--- config.mk ---
export PLATFORM = sky130hd
export DESIGN_NAME = shift_rows_pipe
export DESIGN_NICKNAME = d
export VERILOG_FILES = /design/src/rtl/shift_rows_pipe.sv
export SDC_FILE = /design/constraint.sdc
export NUM_CORES = 1
export LEC_CHECK = 0
export BUFFER_PORTS_ARGS = -buffer_cell sky130_fd_sc_hd__buf_2
export CAP_MARGIN = 20
export CORE_UTILIZATION = 45
export CTS_CLUSTER_DIAMETER = 120
export DETAILED_ROUTE_END_ITERATION = 8
export MAX_ROUTING_LAYER = met4
export PLACE_DENSITY = 0.74
export SYNTH_ARGS = -nofsm -noshare
export SYNTH_HDL_FRONTEND = slang
export SYNTH_SLANG_ARGS = --single-unit
--- constraint.sdc ---
create_clock -name clk -period 1.4 [get_ports clk]
set_clock_uncertainty 0.05 [all_clocks]
set_input_delay 0.07 -clock clk [delete_from_list [all_inputs] [get_ports clk]]
set_output_delay 0.07 -clock clk [all_outputs]
set_load 0.01 [all_outputs]
--- src/rtl/shift_rows_pipe.sv ---
`default_nettype none
// ============================================================================
//  Module   : shift_rows_pipe
//  Purpose  : Registered Rijndael ShiftRows / InvShiftRows stage with a
//             valid/ready handshake, a per-block mode bit and a sideband tag.
//             Supports states of NB = 4, 6 or 8 columns.
//  Revision : 1.0  initial release
// ----------------------------------------------------------------------------
//  Parameters
//    NB     state columns (4, 6 or 8)
//    TAG_W  sideband tag width (>= 1), passed through unchanged
//  Ports
//    clk, rst              rising-edge clock, synchronous active-high reset
//    in_valid/in_ready     input handshake
//    in_mode               0 = ShiftRows, 1 = InvShiftRows
//    in_tag, in_data       sideband tag, state (byte 0 in the MSBs)
//    out_valid/out_ready   output handshake
//    out_mode, out_tag     mode and tag of the presented block
//    out_data              shifted state (byte 0 in the MSBs)
//  Build option
//    SHIFT_ROWS_IN_REG_EN  adds an input register stage (latency 2)
// ============================================================================
module shift_rows_pipe #(
    parameter int NB    = 4,
    parameter int TAG_W = 4
) (
    input  logic                clk,
    input  logic                rst,
    input  logic                in_valid,
    output logic                in_ready,
    input  logic                in_mode,
    input  logic [TAG_W-1:0]    in_tag,
    input  logic [32*NB-1:0]    in_data,
    output logic                out_valid,
    input  logic                out_ready,
    output logic                out_mode,
    output logic [TAG_W-1:0]    out_tag,
    output logic [32*NB-1:0]    out_data
);

    localparam int W = 32 * NB;

    if (!(NB == 4 || NB == 6 || NB == 8)) begin : g_bad_nb
        $error("shift_rows_pipe: NB must be 4, 6 or 8");
    end

    // Block feeding the permutation / output register
    logic             w_src_valid;
    logic             w_src_mode;
    logic [TAG_W-1:0] w_src_tag;
    logic [W-1:0]     w_src_data;

    logic [W-1:0]     w_fwd;
    logic [W-1:0]     w_inv;
    logic [W-1:0]     w_perm;
    logic             w_out_load;

    logic             r_out_valid;
    logic             r_out_mode;
    logic [TAG_W-1:0] r_out_tag;
    logic [W-1:0]     r_out_data;

    // Byte k = 4*c + r lives in the k-th byte from the MSB end. Each output
    // byte is a fixed wire from one source byte, so the permutation is pure
    // routing plus a 2:1 mux on mode.
    for (genvar c = 0; c < NB; c++) begin : g_col
        for (genvar r = 0; r < 4; r++) begin : g_row
            // Row offsets are 0,1,2,3 except NB=8 where rows 2,3 skip to 3,4
            localparam int OFS   = (NB == 8 && r >= 2) ? r + 1 : r;
            localparam int SRC_F = (c + OFS) % NB;
            localparam int SRC_I = (c - OFS + NB) % NB;
            assign w_fwd[W-8-8*(4*c+r) +: 8] = w_src_data[W-8-8*(4*SRC_F+r) +: 8];
            assign w_inv[W-8-8*(4*c+r) +: 8] = w_src_data[W-8-8*(4*SRC_I+r) +: 8];
        end
    end

    assign w_perm = w_src_mode ? w_inv : w_fwd;

    // Output register accepts when empty or being drained this cycle
    assign w_out_load = w_src_valid && (!r_out_valid || out_ready);

`ifdef SHIFT_ROWS_IN_REG_EN
    logic             r_s0_valid;
    logic             r_s0_mode;
    logic [TAG_W-1:0] r_s0_tag;
    logic [W-1:0]     r_s0_data;

    // Stage 0 advances exactly when the output register loads from it
    assign in_ready    = !r_s0_valid || w_out_load;
    assign w_src_valid = r_s0_valid;
    assign w_src_mode  = r_s0_mode;
    assign w_src_tag   = r_s0_tag;
    assign w_src_data  = r_s0_data;

    always_ff @(posedge clk) begin
        if (rst) begin
            r_s0_valid <= 1'b0;
            r_s0_mode  <= 1'b0;
            r_s0_tag   <= '0;
            r_s0_data  <= '0;
        end else if (in_valid && in_ready) begin
            r_s0_valid <= 1'b1;
            r_s0_mode  <= in_mode;
            r_s0_tag   <= in_tag;
            r_s0_data  <= in_data;
        end else if (w_out_load) begin
            r_s0_valid <= 1'b0;
        end
    end
`else
    assign in_ready    = !r_out_valid || out_ready;
    assign w_src_valid = in_valid;
    assign w_src_mode  = in_mode;
    assign w_src_tag   = in_tag;
    assign w_src_data  = in_data;
`endif

    always_ff @(posedge clk) begin
        if (rst) begin
            r_out_valid <= 1'b0;
            r_out_mode  <= 1'b0;
            r_out_tag   <= '0;
            r_out_data  <= '0;
        end else if (w_out_load) begin
            r_out_valid <= 1'b1;
            r_out_mode  <= w_src_mode;
            r_out_tag   <= w_src_tag;
            r_out_data  <= w_perm;
        end else if (out_ready) begin
            r_out_valid <= 1'b0;
        end
    end

    assign out_valid = r_out_valid;
    assign out_mode  = r_out_mode;
    assign out_tag   = r_out_tag;
    assign out_data  = r_out_data;

endmodule
`default_nettype wire
==> results by group <==
Critical path
  – Worst-path fanout max: 2
  – Setup CP Type: in2reg
  – Slowest cell on the critical path: dlygate4sd3_1
  – CP endpoint kind: flop
  – Worst setup SP type: input port
  – R2r worst-path depth: 4
  – CP max stage delay: 0.60 ns
  – Crit path from: in_data[115]
  – Worst R2R Start: out_valid
  – RR Endpoint: out_data[77]
  – Buf+Inv Stages, Crit Path: 3
  – CP top delay family: buffers and inverters
  – R2R Setup Slk: approximately 0.08 ns
  – Crit-path cells: dlygate4sd3_1, buf_2, mux2i_1, dlygate4sd3_1, o2bb2ai_1
  – Most frequent CP cell: dlygate4sd3_1
  – Crit path required time: 1.62 ns
  – Crit path DAT: 1.61 ns

Layout
  – Area Overhead vs Synth: 65.28%
  – Filler cell count: about 730
  – Fraction of layout cells with a size suffix above 1: 39.83%
  – Commonest non-fill, non-tap cell in the layout: buf_2
  – Nets: 1077
  – Commonest non-fill, non-tap cells in the layout: buf_2 (269), dlygate4sd3_1 (162), dfxtp_1 (133), a21oi_1 (70), nand3_1 (69)
  – Multi-input logic area: 0.002629 sq mm
  – Final instance area: 0.009329 sq mm
  – Storage cell area: 0.002684 sq mm

Floorplanning
  – Die Y: around 110 um
  – Die X: 114.0 um
  – Core Area: 0.01211 sq mm
  – Die area: 0.01299 sq mm
  – Rows: 40
  – Initial Util: around 47%
  – Top-Level Pins: 272

Detailed routing
  – Post-Route WL: between 20 and 25 mm
  – Detailed Routing Iterations Pass 1: 5
  – Post-route ant nets: 0
  – Vias post-DR: 6021
  – Vias/cell: 5.381
  – DRC errors left: 0
  – Routed WL per cell: 18.06 um
  – Initial DRC Count: a little under 400

Synth
  – Post-Synth Simple-Gate Area: 6.495%
  – Netlist Area Pre-Place: 0.005644 sq mm
  – Synth Area in Compound Gates: 28.66%
  – Post-synthesis cell type count: 15
  – Synth Area in Adders: 0%
  – Synthesis warning total: 0
  – Post-Syn Instances: 534
  – Largest family of logic cells by synthesized area: compound AO/OA/AOI/OAI gates
  – Mux cell area share after synthesis: a little under an eighth
  – Register area share after synthesis: 47.53%
  – Syn nets: around 670
  – Flops & latches, synth: approximately 130
  – Xor-xnor portion of the synthesized cell area: 0%
  – Avg Cell Area, Syn: 10.57 sq um

GRT
  – Largest net degree at the start of global routing: 65
  – Initial antenna violation count: 1
  – Number of global-route vias before repair: 6398
  – Global-route wire length before repair: 31.50 mm
  – Grt ovf: 0
  – Total track usage: between 30% and 40%

Timing
  – Fin Setup TNS: 0 ns
  – Clock period minus worst slack: 1.389 ns
  – Worst-Margin Slew: approximately 0.43 ns
  – Finish-stage setup viols: 0
  – Pins over their slew limit: 0
  – Period utilization: 99.21%
  – Hold Violations, Final: 0
  – Fin Hold WS: 0.03638 ns
  – Slew HR: 71.09%
  – Fmax: between 0.7 and 0.8 GHz
  – Unrepaired setup endpoints after global routing: no

CTS
  – Max Root-Sink Buffers: 2
  – Worst-Skew Late Latency: 0.40 ns
  – H-tree Lvls: 4
  – Clock Tree Root: clkbuf_16
  – Worst-path clk slew: 0.05 ns
  – Clk sinks: 134
  – CTS tree: yes
  – Total CTS buffers: 17

Placement
  – DP Wirelength: 10.08 mm
  – Routability congestion estimate: ~0.76
  – Placed inst area: about 0.0071 sq mm
  – IO buf count: between 200 and 300

Status
  – Status: complete, no violations

Job
  – Max-cap viol count: 0

Pwr
  – Power Dens Cells: 1091 mW/mm^2
  – Pleak: about 4.4 nW
  – Total power: 10.17 mW
  – Maximum vdd drop: 0.8489 mV

Worst hold path
  – Min-delay worst type: in2reg
  – Depth of the worst hold-timing path: 3
  – Hold Path Origin: in_valid
  – Hold endpoint: out_valid
state kept, by name (all words and copies together) (netlist names):
signal,cells
out_tag,4
out_valid,1
out_data,128
out_mode,1
metrics by stage:
step	worst slack [ns]	utilization, %	instances
after detailed placement	0.1664	58.50	925
after floorplan	0.1356	-	534
after global routing	0.004619	77.00	1118
after CTS	0.01928	77.11	1119
after global placement	0.2180	58.50	925
final	0.01107	77.02	1119
worst min-delay path: cells and delay by family:
family / cells / cell delay [ns]
AO/OA/AOI/OAI: 1 / 0.06
buffers and inverters: 2 / 0.30
how the worst max path moves through the flow:
stage	slack, ns	depth (start not counted)	end
final	0.01	5	out_data[83]
after CTS	0.02	3	in_ready
after detailed placement	0.17	4	out_data[1]
after global routing	0.005	5	out_data[33]
after global placement	0.22	4	out_data[18]
after floorplan	0.14	6	out_data[104]
synthesized netlist by cell type:
| master | n | area, sq um |
|---|---|---|
| dfxtp_1 | 134 | 2683 |
| a21oi_1 | 70 | 350.3 |
| nand3_1 | 69 | 345.3 |
| a21bo_2 | 64 | 640.6 |
| mux2i_1 | 64 | 640.6 |
| o2bb2ai_1 | 64 | 560.5 |
| buf_2 | 32 | 160.2 |
| clkbuf_1 | 15 | 56.30 |
| buf_4 | 8 | 60.06 |
| a21bo_1 | 5 | 50.05 |
| buf_6 | 5 | 56.30 |
| a21oi_4 | 1 | 16.27 |
| inv_1 | 1 | 3.750 |
| nand2b_4 | 1 | 13.76 |
| nand3b_1 | 1 | 7.510 |
what timing repair did:
action	CTS	global route
buffers inserted	0	0
endpoints found under the hold margin	132	0
gates resized for setup	1	2
setup endpoints to repair	1	4
hold buffers	164	0
cloned	2	0
area by class of cell:
class,instances,area share [%]
Timing Repair Buffer,447,34.92
Multi-Input combinational cell,339,28.18
Sequential cell,134,28.77
Clock buffer,24,5.271
Antenna cell,2,0.05365
Tap cell,168,2.253
Inverter,1,0.04024
Clock inverter,4,0.5097
logic make-up (layout without fill, tap and decap cells):
group	after synthesis	after routing
other	0	2
and+or+nand+nor	71	71
DFF	134	134
AOI/OAI and AO/OA	204	204
muxes	64	64
buffers and inverters	61	476
metal layers:
layer	up-vias	GRT usage, %	wire (um)
li1	2786	-	-
met1	2831	32.91	7509
met2	332	53.94	10170
met3	72	8.820	1642
met4	0	20.00	883
met5	-	-	0
report_power, final:
| group | switching [mW] | internal, mW |
|---|---|---|
| registers | 0.137 | 4.07 |
| logic | 0.870 | 1.00 |
| clock network | 1.51 | 2.58 |
Power figures use the tool's default switching activity.
